[src/rtl/series_eval_engine_pkg.sv]
// Shared types and the Taylor coefficient generator for the series evaluator.
// coeff() is evaluated at elaboration time to build the coefficient ROM.
package series_pkg;

  typedef enum logic [2:0] {
    IDLE    = 3'd0,
    ACCEPT  = 3'd1,
    COMPUTE = 3'd2,
    OUTPUT  = 3'd3,
    ERROR   = 3'd4
  } state_t;

  localparam int COEFF_W = 32;

  // round(2^frac_w / k!) with a 64-bit factorial so k up to ~20 stays exact.
  function automatic logic signed [COEFF_W-1:0] coeff(input int k, input int frac_w);
    logic [63:0] fact;
    logic [63:0] num;
    fact = 64'd1;
    for (int i = 2; i <= k; i++) fact = fact * 64'(i);
    num = 64'd1 << frac_w;
    return COEFF_W'((2 * num + fact) / (2 * fact));
  endfunction

endpackage

[src/rtl/series_mac.sv]
// One combinational Horner step: acc_next = (acc*x >>> FRAC_W) + c.
// out_of_range flags a sum that does not fit back into ACC_W bits.
module series_mac #(
  parameter int ACC_W  = 16,
  parameter int FRAC_W = 4
) (
  input  logic signed [ACC_W-1:0] acc,
  input  logic signed [ACC_W-1:0] x,
  input  logic signed [ACC_W-1:0] c,
  output logic signed [ACC_W-1:0] acc_next,
  output logic                    out_of_range
);

  logic signed [2*ACC_W-1:0] prod;
  logic signed [2*ACC_W-1:0] shifted;
  logic signed [2*ACC_W:0]   sum;

  always_comb begin
    prod     = (2*ACC_W)'(acc) * (2*ACC_W)'(x);
    shifted  = prod >>> FRAC_W;
    sum      = (2*ACC_W+1)'(shifted) + (2*ACC_W+1)'(c);
    acc_next = sum[ACC_W-1:0];
    // fits in ACC_W only if every bit above the ACC_W sign bit repeats it
    out_of_range = (sum[2*ACC_W:ACC_W-1] != {(ACC_W+2){sum[ACC_W-1]}});
  end

endmodule

[src/rtl/series_eval_engine.sv]
// Iterative Horner evaluator of Y = sum C[k]*X^k, one MAC step per clock,
// with a ready/valid stream interface and saturate or wrap result mode.
module series_eval_engine
  import series_pkg::*;
#(
  parameter int DATA_W    = 8,
  parameter int FRAC_W    = 4,
  parameter int MAX_TERMS = 8,
  parameter int GUARD_W   = 8,
  parameter int SAT_MODE  = 1
) (
  input  logic                           clk,
  input  logic                           rst,
  input  logic                           start,
  input  logic [$clog2(MAX_TERMS+1)-1:0] n,
  input  logic                           x_valid,
  input  logic [DATA_W-1:0]              X,
  output logic                           ready,
  output logic                           valid,
  output logic [DATA_W-1:0]              Y,
  output logic                           overflow,
  output logic                           error
);

  localparam int ACC_W = DATA_W + GUARD_W;
  localparam int N_W   = $clog2(MAX_TERMS + 1);

  state_t state, state_nx;

  logic [N_W-1:0]          n_reg;
  logic [N_W-1:0]          k;
  logic [DATA_W-1:0]       x_reg;
  logic signed [ACC_W-1:0] acc;
  logic signed [ACC_W-1:0] acc_step;
  logic signed [ACC_W-1:0] x_ext;
  logic                    step_ovf;
  logic                    ovf_sticky;
  logic                    n_legal;
  logic                    accept;
  logic                    fits;
  logic [DATA_W-1:0]       y_res;

  // ROM spans the full index range so n-1 and k never index past the end
  logic signed [ACC_W-1:0] c_tab [2**N_W];

  for (genvar g = 0; g < 2**N_W; g++) begin : g_coeff
    assign c_tab[g] = ACC_W'(coeff(g, FRAC_W));
  end

  assign n_legal = (n != '0) && (n <= N_W'(MAX_TERMS));
  assign accept  = (state == ACCEPT) && x_valid && !start;
  assign x_ext   = {{GUARD_W{x_reg[DATA_W-1]}}, x_reg};

  series_mac #(
    .ACC_W  (ACC_W),
    .FRAC_W (FRAC_W)
  ) u_mac (
    .acc          (acc),
    .x            (x_ext),
    .c            (c_tab[k]),
    .acc_next     (acc_step),
    .out_of_range (step_ovf)
  );

  always_ff @(posedge clk or posedge rst) begin
    if (rst) state <= IDLE;
    else     state <= state_nx;
  end

  always_comb begin
    state_nx = state;
    ready    = 1'b0;
    error    = 1'b0;
    case (state)
      ACCEPT: begin
        ready = 1'b1;
        if (x_valid) state_nx = (n_reg == N_W'(1)) ? OUTPUT : COMPUTE;
      end
      COMPUTE: if (k == '0) state_nx = OUTPUT;
      OUTPUT:  state_nx = ACCEPT;
      ERROR:   error = 1'b1;
      default: ;
    endcase
    // start overrides whatever the current state wanted, including an accept
    if (start) state_nx = n_legal ? ACCEPT : ERROR;
  end

  always_comb begin
    fits = (acc[ACC_W-1:DATA_W-1] == {(GUARD_W+1){acc[ACC_W-1]}});
    if (fits || SAT_MODE == 0) y_res = acc[DATA_W-1:0];
    else if (acc[ACC_W-1])     y_res = {1'b1, {(DATA_W-1){1'b0}}};
    else                       y_res = {1'b0, {(DATA_W-1){1'b1}}};
  end

  always_ff @(posedge clk or posedge rst) begin
    if (rst) begin
      n_reg      <= '0;
      k          <= '0;
      x_reg      <= '0;
      acc        <= '0;
      ovf_sticky <= 1'b0;
      valid      <= 1'b0;
      Y          <= '0;
      overflow   <= 1'b0;
    end else begin
      valid    <= 1'b0;
      overflow <= 1'b0;
      if (start) begin
        n_reg <= n;
      end else if (accept) begin
        x_reg      <= X;
        acc        <= c_tab[n_reg - 1'b1];
        k          <= n_reg - 2'd2;
        ovf_sticky <= 1'b0;
      end else if (state == COMPUTE) begin
        acc        <= acc_step;
        k          <= k - 1'b1;
        ovf_sticky <= ovf_sticky | step_ovf;
      end else if (state == OUTPUT) begin
        valid    <= 1'b1;
        Y        <= y_res;
        overflow <= ovf_sticky | ~fits;
      end
    end
  end

endmodule

[config.mk]
export PLATFORM = sky130hd
export DESIGN_NAME = series_eval_engine
export DESIGN_NICKNAME = d
export VERILOG_FILES = /design/src/rtl/series_eval_engine_pkg.sv /design/src/rtl/series_mac.sv /design/src/rtl/series_eval_engine.sv
export SDC_FILE = /design/constraint.sdc
export NUM_CORES = 1
export LEC_CHECK = 0
export CAP_MARGIN = 20
export CORE_MARGIN = 5
export CORE_UTILIZATION = 55
export CTS_CLUSTER_DIAMETER = 40
export DETAILED_ROUTE_END_ITERATION = 7
export PLACE_DENSITY = 0.73
export SLEW_MARGIN = 0
export SYNTH_ARGS = -nofsm -noshare
export SYNTH_HDL_FRONTEND = slang
export SYNTH_SLANG_ARGS = --single-unit
[constraint.sdc]
create_clock -name clk -period 7.55 [get_ports clk]
set_clock_uncertainty 0.15 [all_clocks]
set_input_delay 1.1325 -clock clk [delete_from_list [all_inputs] [get_ports clk]]
set_output_delay 1.1325 -clock clk [all_outputs]
set_load 0.03 [all_outputs]
==> results of run 1 <==
## layout by cell type, fill, tap and decap left out, drive strengths merged, types with 24 or more instances in the layout
master,Yosys,final
fa,103,103
nor2,51,51
ha,58,58
o21ai,31,31
clkdlybuf4s50,0,27
nand2,85,85
xnor2,24,24
a21oi,37,37
inv,156,156
and2,90,90
dfrtp,46,46
## layout make-up
class	count	area [um2]	share of cell area (%)
timing repair buffer	30	305.3	3.809
tap	176	220.2	2.747
clock inverter	2	37.54	0.4683
clock buffer	6	128.9	1.608
inverter	157	589.3	7.352
multi-input combinational	626	5583	69.65
sequential	46	1151	14.36
## how the worst max path moves through the flow
stage	cells past startpoint	startpoint	endpoint	slack [ns]
floorplan	21	x_reg[7]	ovf_sticky	1.45
global placement	19	x_reg[7]	ovf_sticky	1.13
detailed placement	19	x_reg[7]	ovf_sticky	1.01
CTS	19	x_reg[7]	ovf_sticky	1.0
global route	23	x_reg[4]	ovf_sticky	0.56
finish	19	x_reg[7]	ovf_sticky	0.94
## metrics by stage
step                      worst slack [ns]  std cells  hold slack (ns)  cell area (um2)  util, %
after CTS                           0.9982       1042           0.3531             7995    60.14
after floorplan                      1.454        865           0.3577             7462        -
after global placement               1.128       1034           0.3407             7829    58.88
after global routing                0.5616       1043           0.3792             8015    60.29
after detailed placement             1.006       1034           0.3254             7829    58.88
final                               0.9423       1043           0.3446             8015    60.29
## critical path: cells and delay by family, from the launching register on
kind	cells	cell delay (ns)
muxes	1	0.31
adders and majority gates	5	2.54
and+or+nand+nor	3	0.83
buffers and inverters	3	0.56
DFF	1	0.41
AOI/OAI and AO/OA	7	1.68
## cells in the mapped netlist, drive strengths merged, types with 3 or more instances
library cell,n,share of area [%]
inv,156,7.8
fa,103,28
and2,90,7.5
nand2,85,4.3
ha,58,9.7
nor2,51,2.6
dfrtp,46,15
a21oi,37,2.9
clkbuf,34,1.7
o21ai,31,2.1
xnor2,24,2.8
nand3,16,1.1
xor2,16,1.9
nor3,8,0.54
a21o,7,0.70
and3,7,0.59
nand4,6,0.59
a211oi,5,0.57
a31oi,5,0.42
nand2b,5,0.42
o211ai,5,0.69
a2111oi,4,0.47
a221o,4,0.54
nor2b,4,0.37
nor4,4,0.34
o2111ai,4,0.47
o211a,4,0.54
o22ai,4,0.34
o31ai,4,0.40
or2,4,0.34
a311oi,3,0.59
mux2,3,0.50
nor3b,3,0.30
## routing by layer
metal | vias up | global-route usage [%]
met3 | 16 | 3.573
met5 | - | 0
met4 | 0 | 3.218
met1 | 2835 | 34.11
met2 | 174 | 36.77
li1 | 2745 | -
## cell families after synthesis
family                   synth area share (%)
AO/OA/AOI/OAI                           12.04
buffers and inverters                   9.758
flip-flops                              15.43
XOR/XNOR                                4.695
AND/OR/NAND/NOR                         19.95
adder cells (fa/ha/maj)                 37.36
multiplexers                           0.7712
==> results by group, run 1 <==
Status
  – Outcome: finished clean

Synthesis
  – Synth Register Bits: 46
  – Commonest register cell after synthesis: dfrtp_1
  – Synthesized area: 7462 um2
  – Yosys cell types: 63
  – Syn Nets: 1,042
  – Cells after Synth: 865
  – EDFF count, synth: 0
  – Syn avg cell area: 8.627 um2
  – Post-synth ARST share: 100.0%
  – Synth Warn #: 0
  – Seq/Total Area, Yosys: 15.43%

Global route
  – Global-route wire length before repair: 30,240 um
  – Initial antenna violation count: 0
  – Vias in the first global route: 6,029
  – Largest net degree at the start of global routing: 47
  – Grt total ovfl: 0
  – GRT Overall Usage: 23.01%

Clock tree
  – Worst-skew pair later-pin latency: 0.30 ns
  – Clock Sinks: 46
  – Clock slew at reported path FFs: 0.06 ns
  – Root Buffer: clkbuf_16
  – H-tree level count: 2
  – CTS hold repair buffers: 0
  – Max Root-Sink Buffers: 2
  – Post-CTS Repair Setup Buffers: 0
  – TritonCTS clock tree: built
  – Post-cts sizing count: 0
  – Cts bufs inserted: 5

Place
  – GP Congestion: 0.9031
  – DP HPWL: 13,150 um
  – Buffers on Ports: 27

Layout
  – Share of layout cells above drive strength 1: 3.345%
  – Fill count: 1,165
  – N_diodes: 0
  – Syn-to-layout area delta: 7.411%
  – Final #Nets: 1,043
  – Max reg flops: 16

Detailed routing
  – Met3 WL: 1129 um
  – Routed wire length: 17,200 um
  – Starting DRC count in detailed routing: 551
  – Met1 wire length: 8007 um
  – Antenna Nets Post-Route: 0
  – WL/cell: 16.49 um
  – First-pass iteration count of the detailed router: 5
  – Met2 Routed Length: 7905 um
  – Top layer in use: met4
  – Via density: 5.532
  – Vias: 5,770
  – DRC Markers: 0

Timing
  – Final setup TNS: 0 ns
  – Final Cycle Share: 87.52%
  – Final hold violations: 0
  – FMAX: 151.3 MHz
  – RSZ-0062 raised after global routing: false
  – Crit path time final: 6.608 ns
  – Slew Limit Fails: 0
  – Setup violation total in the final timing report: 0
  – Max-slew headroom: 53.26%
  – Worst-Margin Slew: 0.6835 ns

Setup path
  – Worst R2R End: ovf_sticky
  – Most frequent cell on the critical path: fa_1
  – Worst Path Arrival: 6.64 ns
  – Setup Crit Path Kind: flip-flop to flip-flop
  – R2R cell count: 19
  – CP peak stage delay: 0.57 ns
  – CP max FO: 15
  – CP endpoint kind: flip-flop
  – Worst flop-to-flop path startpoint: x_reg[7]
  – Req. time, crit path: 7.58 ns
  – R2r setup slk: 0.94 ns
  – Critical Path Start Type: flip-flop
  – Crit path cell chain: inv_1 -> nor2_1 -> fa_1 -> fa_1 -> fa_1 -> inv_1 -> fa_1 -> inv_1 -> ha_1 -> a21oi_4 -> o211a_2 -> o2111ai_1 -> mux2_4 -> a311oi_4 -> and4_1 -> nor4bb_1 -> a211oi_1 -> a2111o_1 -> o211a_1
  – Crit-path slowest cell: fa_1

Floorplanning
  – Starting Density: 56.13%
  – Io pins: 28
  – Die area: 16,000 um2
  – Chip width: 126.5 um
  – Core area: 13,300 um2
  – Die height: 126.5 um
  – Cell row count: 42

Job
  – Max-Cap Viols: 0

Min path
  – Hold path depth: 2
  – Worst min-delay path category: flip-flop to flip-flop
  – Hold Crit Start: Y[7]
  – Worst hold endpoint: Y[7]
Power of run 1 is not shown: default switching activity piles up to over one toggle a cycle in this logic, so the estimate is an artifact.
==> run 2: changes to the inputs <==
Settings changed: CAP_MARGIN 20 to unset, CORE_UTILIZATION 55 to 40, PLACE_DENSITY 0.73 to unset.
==> results by group, run 2 (synthesis gave the netlist of run 1 again) <==
Setup path
  – Crit. Startpoint: x_reg[7] (unchanged)
  – Most frequent cell on the critical path: fa_1 (unchanged)
  – Crit-path slowest cell: fa_1 (unchanged)
  – Req. time, crit path: 7.58 ns (about the same)
  – Crit path capture: ovf_sticky (unchanged)
  – Worst Path Arrival: 6.51 ns (was 6.64 ns)
  – R2r setup slk: 1.07 ns (was 0.94 ns)
  – CP max FO: 15 (unchanged)
  – Worst flop-to-flop path startpoint: x_reg[7] (unchanged)
  – Crit path cell chain: inv_1 -> nor2_1 -> fa_1 -> fa_1 -> fa_1 -> inv_1 -> fa_1 -> inv_1 -> ha_1 -> and2_1 -> and2_1 -> a211o_1 -> mux2_4 -> a311oi_4 -> and4_1 -> and3_1 -> o22ai_1 -> a2111o_1 -> o211a_1 (was inv_1 -> nor2_1 -> fa_1 -> fa_1 -> fa_1 -> inv_1 -> fa_1 -> inv_1 -> ha_1 -> a21oi_4 -> o211a_2 -> o2111ai_1 -> mux2_4 -> a311oi_4 -> and4_1 -> nor4bb_1 -> a211oi_1 -> a2111o_1 -> o211a_1)
  – CP top delay family: adder cells (unchanged)
  – R2R cell count: 19 (unchanged)
  – Setup Crit Path Kind: flip-flop to flip-flop (unchanged)
  – CP peak stage delay: 0.56 ns (was 0.57 ns)
  – CP endpoint kind: flip-flop (unchanged)
  – Worst R2R End: ovf_sticky (unchanged)
  – WP buf/inv: 3 (unchanged)
  – Critical Path Start Type: flip-flop (unchanged)
  – Critical Path Stages: 19 (unchanged)

Global route
  – Vias in the first global route: 5,998 (was 6,029)
  – Global-route wire length before repair: 31,100 um (was 30,240 um)
  – Initial antenna violation count: 0 (unchanged)
  – Grt total ovfl: 0 (unchanged)
  – Largest net degree at the start of global routing: 47 (unchanged)
  – GRT Overall Usage: 17.49% (was 23.01%)

Detailed routing
  – Routed wire length: 17,740 um (was 17,200 um)
  – Vias: 5,675 (was 5,770)
  – Antenna Nets Post-Route: 0 (unchanged)
  – WL/cell: 16.11 um (was 16.49 um)
  – Via density: 5.154 (was 5.532)
  – DRC Markers: 0 (unchanged)
  – Starting DRC count in detailed routing: 294 (was 551)
  – First-pass iteration count of the detailed router: 5 (unchanged)

Floorplanning
  – Die height: 146.6 um (was 126.5 um)
  – Chip width: 146.6 um (was 126.5 um)
  – Cell row count: 50 (was 42)
  – Io pins: 28 (unchanged)
  – Core area: 18,520 um2 (was 13,300 um2)
  – Die area: 21,490 um2 (was 16,000 um2)
  – Starting Density: 40.30% (was 56.13%)

Layout
  – Most common cell after layout, fill and taps aside: inv_1 (unchanged)
  – Final instance area: 8083 um2 (was 8015 um2)
  – Max reg flops: 16 (unchanged)
  – Fill count: 1,865 (was 1,165)
  – Non-filler cells, final: 1,101 (was 1,043)
  – Syn-to-layout area delta: 8.317% (was 7.411%)
  – Most frequent cells in the layout: inv_1 (155), fa_1 (103), and2_1 (90) (unchanged)
  – Final #Nets: 1,043 (unchanged)
  – Share of layout cells above drive strength 1: 3.460% (was 3.345%)
  – N_diodes: 0 (unchanged)

Clock tree
  – Root Buffer: clkbuf_16 (unchanged)
  – Max Root-Sink Buffers: 2 (unchanged)
  – H-tree level count: 2 (unchanged)
  – Clock Sinks: 46 (unchanged)
  – Cts bufs inserted: 5 (unchanged)
  – Post-CTS Repair Setup Buffers: 0 (unchanged)
  – TritonCTS clock tree: built (unchanged)
  – CTS hold repair buffers: 0 (unchanged)
  – Clock slew at reported path FFs: 0.07 ns (was 0.06 ns)
  – Worst-skew pair later-pin latency: 0.29 ns (was 0.30 ns)
  – Post-cts sizing count: 0 (unchanged)

Timing
  – Worst-Margin Slew: 0.9944 ns (was 0.6835 ns)
  – Max-slew headroom: 33.61% (was 53.26%)
  – Final hold violations: 0 (unchanged)
  – Final setup TNS: 0 ns (unchanged)
  – Slew Limit Fails: 0 (unchanged)
  – Setup violation total in the final timing report: 0 (unchanged)
  – Crit path time final: 6.480 ns (was 6.608 ns)
  – RSZ-0062 raised after global routing: false (unchanged)
  – FMAX: 154.3 MHz (was 151.3 MHz)
  – Final Cycle Share: 85.82% (was 87.52%)

Place
  – GP Congestion: 0.8412 (was 0.9031)
  – DP Area: 7909 um2 (was 7829 um2)
  – DP HPWL: 14,040 um (was 13,150 um)
  – Placed insts: 1,093 (was 1,034)
  – Buffers on Ports: 27 (unchanged)

Job
  – Max-Cap Viols: 0 (unchanged)

Status
  – Outcome: finished clean (unchanged)

Min path
  – Worst min-delay path category: flip-flop to flip-flop (unchanged)
==> run 2: changes by cell type in the layout (fill, tap and decap cells not counted) <==
| cell | delta |
|---|---|
| inv_8 | +1 |
| buf_12 | -1 |
| buf_4 | +1 |
| clkbuf_1 | -1 |
==> run 2: final cells by class <==
type / count / area (um2) / share of cell area [%]
clock buffer: 5 / 125.1 / 1.548
sequential: 46 / 1151 / 14.24
timing repair buffer: 30 / 292.8 / 3.622
multi-input combinational: 626 / 5583 / 69.07
inverter: 157 / 589.3 / 7.291
clock inverter: 3 / 48.80 / 0.6037
tap: 234 / 292.8 / 3.622
==> run 2: layer usage <==
metal	vias up	GRT usage [%]	wire length, um
met4	0	2.446	165
met3	15	1.676	512
met5	-	0	0
met1	2822	25.60	8741
li1	2753	-	-
met2	85	28.90	8317
==> run 2: tightest hold or removal path, stage by stage, from the launching register on <==
cell and delay, ns:
dfrtp_1 0.35, nand2_1 0.05, o21ai_0 0.07
==> run 2: worst min-delay path by stage <==
stage	slack, ns	depth (start not counted)	startpoint	end
5_1_grt	0.40	2	Y[6]	Y[6]
4_1_cts	0.37	2	Y[7]	Y[7]
6_report	0.37	2	Y[7]	Y[7]
3_5_place_dp	0.33	2	Y[7]	Y[7]
3_3_place_gp	0.35	2	Y[7]	Y[7]
2_1_floorplan	0.36	2	ovf_sticky	overflow
==> run 2: through the flow <==
stage | utilization, % | worst slack (ns) | hold WS [ns]
finish | 43.65 | 1.070 | 0.3682
global route | 43.65 | 0.6660 | 0.4029
CTS | 43.65 | 1.071 | 0.3689
detailed placement | 42.71 | 1.111 | 0.3304
global placement | 42.71 | 1.146 | 0.3461
floorplan | - | 1.454 | 0.3577
Power of run 2 is left out for the same reason.
